$ cat config.mk
export PLATFORM = sky130hd
export DESIGN_NAME = quad_encoder_tx
export DESIGN_NICKNAME = d
export VERILOG_FILES = /design/src/rtl/quad_encoder_tx_pkg.sv /design/src/rtl/quad_axis_gen.sv /design/src/rtl/quad_encoder_tx.sv
export SDC_FILE = /design/constraint.sdc
export NUM_CORES = 1
export LEC_CHECK = 0
export CAP_MARGIN = 25
export CORE_MARGIN = 8
export CORE_UTILIZATION = 60
export CTS_CLUSTER_SIZE = 25
export DETAILED_ROUTE_END_ITERATION = 10
export MAX_ROUTING_LAYER = met4
export PLACE_DENSITY = 0.81
export SETUP_SLACK_MARGIN = 0.3
export SLEW_MARGIN = 40
export SYNTH_ARGS = -nofsm -noshare
export SYNTH_HDL_FRONTEND = slang
export SYNTH_SLANG_ARGS = --single-unit
export TNS_END_PERCENT = 10
$ cat constraint.sdc
create_clock -name clk -period 8.55 [get_ports clk]
set_clock_uncertainty 0.2 [all_clocks]
set_input_delay 0.855 -clock clk [delete_from_list [all_inputs] [get_ports clk]]
set_output_delay 0.855 -clock clk [all_outputs]
set_load 0.1 [all_outputs]
$ cat src/rtl/quad_encoder_tx_pkg.sv
// Shared definitions for the trackball quadrature transmitter: accumulator
// width default, Gray phase codes and the phase stepping helper.
package quad_encoder_tx_pkg;

  localparam int ACC_W_DEF = 10;

  localparam logic [1:0] PH0 = 2'b00;
  localparam logic [1:0] PH1 = 2'b01;
  localparam logic [1:0] PH2 = 2'b11;
  localparam logic [1:0] PH3 = 2'b10;

  // Forward walks PH0->PH1->PH2->PH3->PH0; backward walks the reverse.
  function automatic logic [1:0] phase_step(input logic [1:0] ph, input logic fwd);
    logic [1:0] nxt;
    nxt = ph;
    case (ph)
      PH0:     nxt = fwd ? PH1 : PH3;
      PH1:     nxt = fwd ? PH2 : PH0;
      PH2:     nxt = fwd ? PH3 : PH1;
      default: nxt = fwd ? PH0 : PH2;
    endcase
    return nxt;
  endfunction

endpackage

$ cat src/rtl/quad_axis_gen.sv
// One quadrature axis: saturating signed motion accumulator drained one
// Gray-code phase step per tick, sign of the accumulator choosing direction.
module quad_axis_gen
  import quad_encoder_tx_pkg::*;
#(
  parameter int ACC_W = ACC_W_DEF
) (
  input  logic               clk,
  input  logic               reset_n,
  input  logic               clear,
  input  logic               tick,
  input  logic               add_en,
  input  logic signed [ACC_W:0] delta,
  output logic [1:0]         phase,
  output logic               nonzero
);

  localparam int SUM_W = ACC_W + 2;
  localparam logic signed [SUM_W-1:0] ACC_MAX = SUM_W'((2 ** (ACC_W - 1)) - 1);
  localparam logic signed [SUM_W-1:0] ACC_MIN = -ACC_MAX;
  localparam logic signed [SUM_W-1:0] ONE     = SUM_W'(1);

  logic signed [ACC_W-1:0] acc;
  logic signed [ACC_W-1:0] acc_next;
  logic signed [SUM_W-1:0] acc_x;
  logic signed [SUM_W-1:0] dlt_add;
  logic signed [SUM_W-1:0] sum;
  logic                    step_fwd;
  logic                    step_bwd;

  assign step_bwd = tick && acc[ACC_W-1];
  assign step_fwd = tick && !acc[ACC_W-1] && (acc != '0);
  assign acc_x    = {{2{acc[ACC_W-1]}}, acc};
  assign nonzero  = (acc != '0);

  // The sum is two bits wider than the accumulator so clamping sees true overflow.
  always_comb begin
    // NOTE: every always_comb output gets a default first, so no path can infer a latch.
    dlt_add  = '0;
    acc_next = '0;
    if (add_en) dlt_add = {delta[ACC_W], delta};
    sum = acc_x + dlt_add;
    if (step_fwd)      sum = sum - ONE;
    else if (step_bwd) sum = sum + ONE;
    if (sum > ACC_MAX)      acc_next = ACC_MAX[ACC_W-1:0];
    else if (sum < ACC_MIN) acc_next = ACC_MIN[ACC_W-1:0];
    else                    acc_next = sum[ACC_W-1:0];
  end

  // NOTE: state registers use non-blocking assignments so all flops update together at the edge.
  always_ff @(posedge clk or negedge reset_n) begin
    if (!reset_n) begin
      acc   <= '0;
      phase <= PH0;
    end else if (clear) begin
      acc <= '0;
    end else begin
      acc <= acc_next;
      if (step_fwd || step_bwd) phase <= phase_step(phase, step_fwd);
    end
  end

endmodule

$ cat src/rtl/quad_encoder_tx.sv
// Trackball emulator transmit end: turns signed mouse deltas into X/Y quadrature
// phase pairs for the trackball receiver, one edge per axis per step tick.
module quad_encoder_tx
  import quad_encoder_tx_pkg::*;
#(
  parameter int STEP_DIV = 1000,
  parameter int ACC_W    = ACC_W_DEF,
  parameter bit INV_X    = 1'b0,
  parameter bit INV_Y    = 1'b0
) (
  input  logic              clk,
  input  logic              reset_n,
  input  logic              clear,
  input  logic              mstrobe,
  input  logic signed [8:0] dx,
  input  logic signed [8:0] dy,
  output logic              tb_hc,
  output logic              tb_hd,
  output logic              tb_vc,
  output logic              tb_vd,
  output logic              busy
);

  localparam int CNT_W = (STEP_DIV > 1) ? $clog2(STEP_DIV) : 1;
  localparam logic [CNT_W-1:0] CNT_LAST = CNT_W'(STEP_DIV - 1);

  logic [CNT_W-1:0]     tick_cnt;
  logic                 tick;
  logic signed [ACC_W:0] dx_ext, dy_ext, d_x, d_y;
  logic [1:0]           ph_x, ph_y;
  logic                 nz_x, nz_y;

  // Free-running divider; deliberately not restarted by motion or clear.
  always_ff @(posedge clk or negedge reset_n) begin
    if (!reset_n)              tick_cnt <= '0;
    else if (tick_cnt == CNT_LAST) tick_cnt <= '0;
    else                       tick_cnt <= tick_cnt + 1'b1;
  end

  assign tick   = (tick_cnt == CNT_LAST);
  assign dx_ext = {{(ACC_W - 8){dx[8]}}, dx};
  assign dy_ext = {{(ACC_W - 8){dy[8]}}, dy};
  assign d_x    = INV_X ? -dx_ext : dx_ext;
  assign d_y    = INV_Y ? -dy_ext : dy_ext;

  quad_axis_gen #(.ACC_W(ACC_W)) u_axis_x (
    .clk     (clk),
    .reset_n (reset_n),
    .clear   (clear),
    .tick    (tick),
    .add_en  (mstrobe),
    .delta   (d_x),
    .phase   (ph_x),
    .nonzero (nz_x)
  );

  quad_axis_gen #(.ACC_W(ACC_W)) u_axis_y (
    .clk     (clk),
    .reset_n (reset_n),
    .clear   (clear),
    .tick    (tick),
    .add_en  (mstrobe),
    .delta   (d_y),
    .phase   (ph_y),
    .nonzero (nz_y)
  );

  assign {tb_hc, tb_hd} = ph_x;
  assign {tb_vc, tb_vd} = ph_y;
  assign busy           = nz_x | nz_y;

endmodule
==> impl_metrics.sql <==
INSERT INTO impl_metrics (metric_group, metric, value, unit) VALUES
('setup_path', 'cp_slowest_cell', 'sky130_fd_sc_hd__clkdlybuf4s50_1', ''),
('floorplan', 'floorplan.die.width', '95.7', 'um'),
('timing', 'timing.hold.ws', '264', 'ps'),
('synthesis', 'synthesis.area', '0.00381', 'mm^2'),
('worst_hold_path', 'worst_hold_path_type', 'reg2reg', ''),
('timing', 'period_share', '61.5', '%'),
('placed_design', 'port-buffer-count', '26', ''),
('layout', 'synth_to_final_area_change', '9.49', '%'),
('clock_tree', 'clock_path_buffers', '2', ''),
('synthesis', 'number_of_enable_type_register_cells_in_the_synthesized_netlist', '0', ''),
('worst_hold_path', 'hold_start', 'tick_cnt[0]$_DFF_PN0_', ''),
('timing', 'timing.slew.headroom', '56.2', '%'),
('setup_path', 'critPathKind', 'in2reg', ''),
('clock_tree', 'cts.htree.levels', '2', ''),
('synthesis', 'synth.distinct_cells', '79', ''),
('setup_path', 'crit_top_cell', 'sky130_fd_sc_hd__a211oi_1', ''),
('placed_design', 'cell_count_after_placement', '555', ''),
('grt', 'grtUsageMet3', '2.50', '%'),
('setup_path', 'cp-start-kind', 'input pin', ''),
('grt', 'globalRoute.totalOverflow', '0', ''),
('grt', 'wire_length_of_the_first_global_routing_pass', '15700', 'um'),
('grt', 'grt_util_met2', '38.1', '%'),
('synthesis', 'synthCells', '464', ''),
('worst_hold_path', 'timing.hold.worst_endpoint', 'tick_cnt[0]$_DFF_PN0_', ''),
('grt', 'first_global_vias', '3506', ''),
('synthesis', 'postSynthAreaPerCell', '8.21', 'um^2'),
('timing', 'achievable-frequency', '190', 'MHz'),
('layout', 'fin_nets', '536', ''),
('routing', 'avgRoutedWirePerCell', '16.3', 'um'),
('setup_path', 'regToRegStartpoint', 'u_axis_y.acc[0]$_DFF_PN0_', ''),
('synthesis', 'netlist_top_cells_area', 'sky130_fd_sc_hd__dfrtp_1 (22%), sky130_fd_sc_hd__ha_1 (8.9%), sky130_fd_sc_hd__xnor2_1 (7.6%)', ''),
('setup_path', 'r2r.worst_path.cells', '12', ''),
('timing', 'grt_setup_unrepaired', 'no', ''),
('routing', 'route.final.wire_length', '9200', 'um'),
('routing', 'drt_iter0_markers', '178', ''),
('placed_design', 'gpl_wtd_cong', '0.882', ''),
('timing', 'fin_crit', '5250', 'ps'),
('clock_tree', 'cts-resized-gates', '0', ''),
('routing', 'detail_route.drc_violations', '0', ''),
('job', 'max_cap_viol_count', '0', ''),
('synthesis', 'synth.yosys.seq_area_share', '22.3', '%'),
('timing', 'timing_worst_slew_pin_value', '652', 'ps'),
('status', 'status', 'completed', ''),
('timing', 'maxSlewViolCount', '0', ''),
('timing', 'setup-violations-final', '0', ''),
('worst_hold_path', 'hold-path-cell-count', '1', ''),
('setup_path', 'largest_delay_share_family_worst_path', 'compound AO/OA/AOI/OAI gates', ''),
('routing', 'vias', '3616', ''),
('setup_path', 'required', '8530', 'ps'),
('setup_path', 'crit_fanout', '18', ''),
('timing', 'finalHoldViolCount', '0', ''),
('synthesis', 'yosysWarningCount', '0', ''),
('floorplan', 'die_height', '95.7', 'um'),
('clock_tree', 'tritoncts_clock_tree', 'done', ''),
('grt', 'use_met1', '25.3', '%'),
('pwr', 'cellLeakagePower', '1.64', 'nW'),
('layout', 'insertedDiodeCount', '0', ''),
('setup_path', 'cp.buffers_inverters', '2', ''),
('layout', 'multi_input_logic_area', '0.00283', 'mm^2'),
('clock_tree', 'path_clk_slew', '70', 'ps'),
('setup_path', 'cpPeakStageDelay', '840', 'ps'),
('grt', 'grt_max_degree', '35', ''),
('synthesis', 'cell_accounting_for_the_most_synthesized_area', 'sky130_fd_sc_hd__dfrtp_1', ''),
('timing', 'final.setup.tns', '0', 'ps'),
('clock_tree', 'clock_latency_on_the_worst_skew_pair', '290', 'ps'),
('clock_tree', 'postCtsSetupRepairBufs', '0', ''),
('clock_tree', 'hold_buffers', '0', ''),
('setup_path', 'worstPathCellList', 'clkdlybuf4s50_1 > and2_1 > ha_1 > inv_1 > fa_1 > nand2b_2 > a211oi_1 > o41a_1 > o32ai_1 > or4_4 > o21ai_4 > nor3_2 > a311o_2 > a211oi_1', ''),
('setup_path', 'reg2reg_slack', '4530', 'ps'),
('floorplan', 'core_area', '0.00624', 'mm^2'),
('pwr', 'powerDensity', '264', 'mW/mm^2');
==> layer usage <==
metal / share of wire (%) / wire, um / vias up
met5: 0 / 0 / -
met4: 2.2 / 201 / 0
met3: 3.8 / 351 / 17
met2: 51 / 4710 / 99
met1: 43 / 3940 / 1728
li1: - / - / 1772
==> stage by stage <==
stage	utilization, %	area (um^2)
after floorplan	-	3810
after global placement	65.9	4110
after detailed placement	65.5	4090
after CTS	66.9	4180
after global routing	66.9	4170
final	66.9	4170
==> kinds of logic (layout without fill, tap and decap cells) <==
family / count (synthesis) / count (layout) / synth area share (%)
adder cells (fa/ha/maj): 29 / 29 / 9.91
multiplexers: 2 / 2 / 0.689
buffers and inverters: 31 / 53 / 3.45
AND/OR/NAND/NOR: 198 / 198 / 29.2
XOR/XNOR: 44 / 44 / 10.1
flip-flops: 34 / 34 / 22.3
AO/OA/AOI/OAI: 126 / 126 / 24.3
==> registers in the layout, indices dropped and copies added (netlist names) <==
signal	flops
u_axis_y.acc	10
tick_cnt	10
u_axis_y.phase	2
u_axis_x.acc	10
u_axis_x.phase	2
==> worst max path at each step <==
stage / start / endpoint / slack (ps) / cells past startpoint
after floorplan: mstrobe / u_axis_y.acc[2]$_DFF_PN0_ / 4210 / 14
after global placement: mstrobe / u_axis_y.acc[2]$_DFF_PN0_ / 3190 / 14
after detailed placement: mstrobe / u_axis_y.acc[2]$_DFF_PN0_ / 3010 / 14
after CTS: mstrobe / u_axis_y.acc[2]$_DFF_PN0_ / 3330 / 14
after global routing: mstrobe / u_axis_y.acc[2]$_DFF_PN0_ / 3170 / 14
final: mstrobe / u_axis_y.acc[4]$_DFF_PN0_ / 3300 / 14
==> worst reg2reg max path, stage by stage, from the launching register on <==
cell                       delay [ps]
sky130_fd_sc_hd__dfrtp_1          380
sky130_fd_sc_hd__ha_1             210
sky130_fd_sc_hd__inv_1             60
sky130_fd_sc_hd__fa_1             420
sky130_fd_sc_hd__nand2b_2         230
sky130_fd_sc_hd__a211oi_1         510
sky130_fd_sc_hd__o41a_1           290
sky130_fd_sc_hd__o32ai_1          140
sky130_fd_sc_hd__or4_4            590
sky130_fd_sc_hd__o21ai_4          120
sky130_fd_sc_hd__nor3_2            70
sky130_fd_sc_hd__a311o_2          440
sky130_fd_sc_hd__a211oi_1         250
==> where the power goes <==
part	internal [mW]	switching, mW
sequential	0.199	0.0354
combinational	0.295	0.450
clock	0.0649	0.0568
total	0.559	0.542
==> area by class of cell <==
class | instances | share of cell area, %
well taps | 77 | 2.31
repair buffers | 27 | 5.70
inverters | 18 | 1.62
clock inverters | 1 | 0.120
clock buffers | 7 | 2.07
multi-input cells | 399 | 67.8
flip-flops and latches | 34 | 20.4
==> Yosys cell counts, types with 11 or more instances <==
cell	n
sky130_fd_sc_hd__a21oi_1	26
sky130_fd_sc_hd__and2_1	23
sky130_fd_sc_hd__dfrtp_1	34
sky130_fd_sc_hd__ha_1	27
sky130_fd_sc_hd__inv_1	18
sky130_fd_sc_hd__nand2_1	33
sky130_fd_sc_hd__nand3_1	16
sky130_fd_sc_hd__nor2_1	36
sky130_fd_sc_hd__nor3_1	15
sky130_fd_sc_hd__o21ai_0	20
sky130_fd_sc_hd__xnor2_1	33
sky130_fd_sc_hd__xor2_1	11
==> cell usage in the layout (no fill, tap or decap), types with 4 or more instances in the layout <==
master,count
sky130_fd_sc_hd__a21o_1,4
sky130_fd_sc_hd__or2_2,4
sky130_fd_sc_hd__and2_1,23
sky130_fd_sc_hd__dfrtp_1,34
sky130_fd_sc_hd__nor2_1,36
sky130_fd_sc_hd__nand3_1,16
sky130_fd_sc_hd__or3_1,10
sky130_fd_sc_hd__o31a_1,4
sky130_fd_sc_hd__a21oi_1,26
sky130_fd_sc_hd__a31oi_1,9
sky130_fd_sc_hd__xor2_1,11
sky130_fd_sc_hd__nand2_1,33
sky130_fd_sc_hd__clkdlybuf4s50_1,20
sky130_fd_sc_hd__o21ai_0,20
sky130_fd_sc_hd__nand4_1,8
sky130_fd_sc_hd__nor3_2,4
sky130_fd_sc_hd__nand2b_1,8
sky130_fd_sc_hd__o21a_1,7
sky130_fd_sc_hd__nor4_1,9
sky130_fd_sc_hd__o311ai_1,5
sky130_fd_sc_hd__a211oi_1,6
sky130_fd_sc_hd__inv_1,18
sky130_fd_sc_hd__clkbuf_8,6
sky130_fd_sc_hd__buf_2,6
sky130_fd_sc_hd__ha_1,27
sky130_fd_sc_hd__xnor2_1,33
sky130_fd_sc_hd__o31ai_1,5
sky130_fd_sc_hd__o22ai_1,5
sky130_fd_sc_hd__nor3_1,15
(Power assumes the default switching activity.)
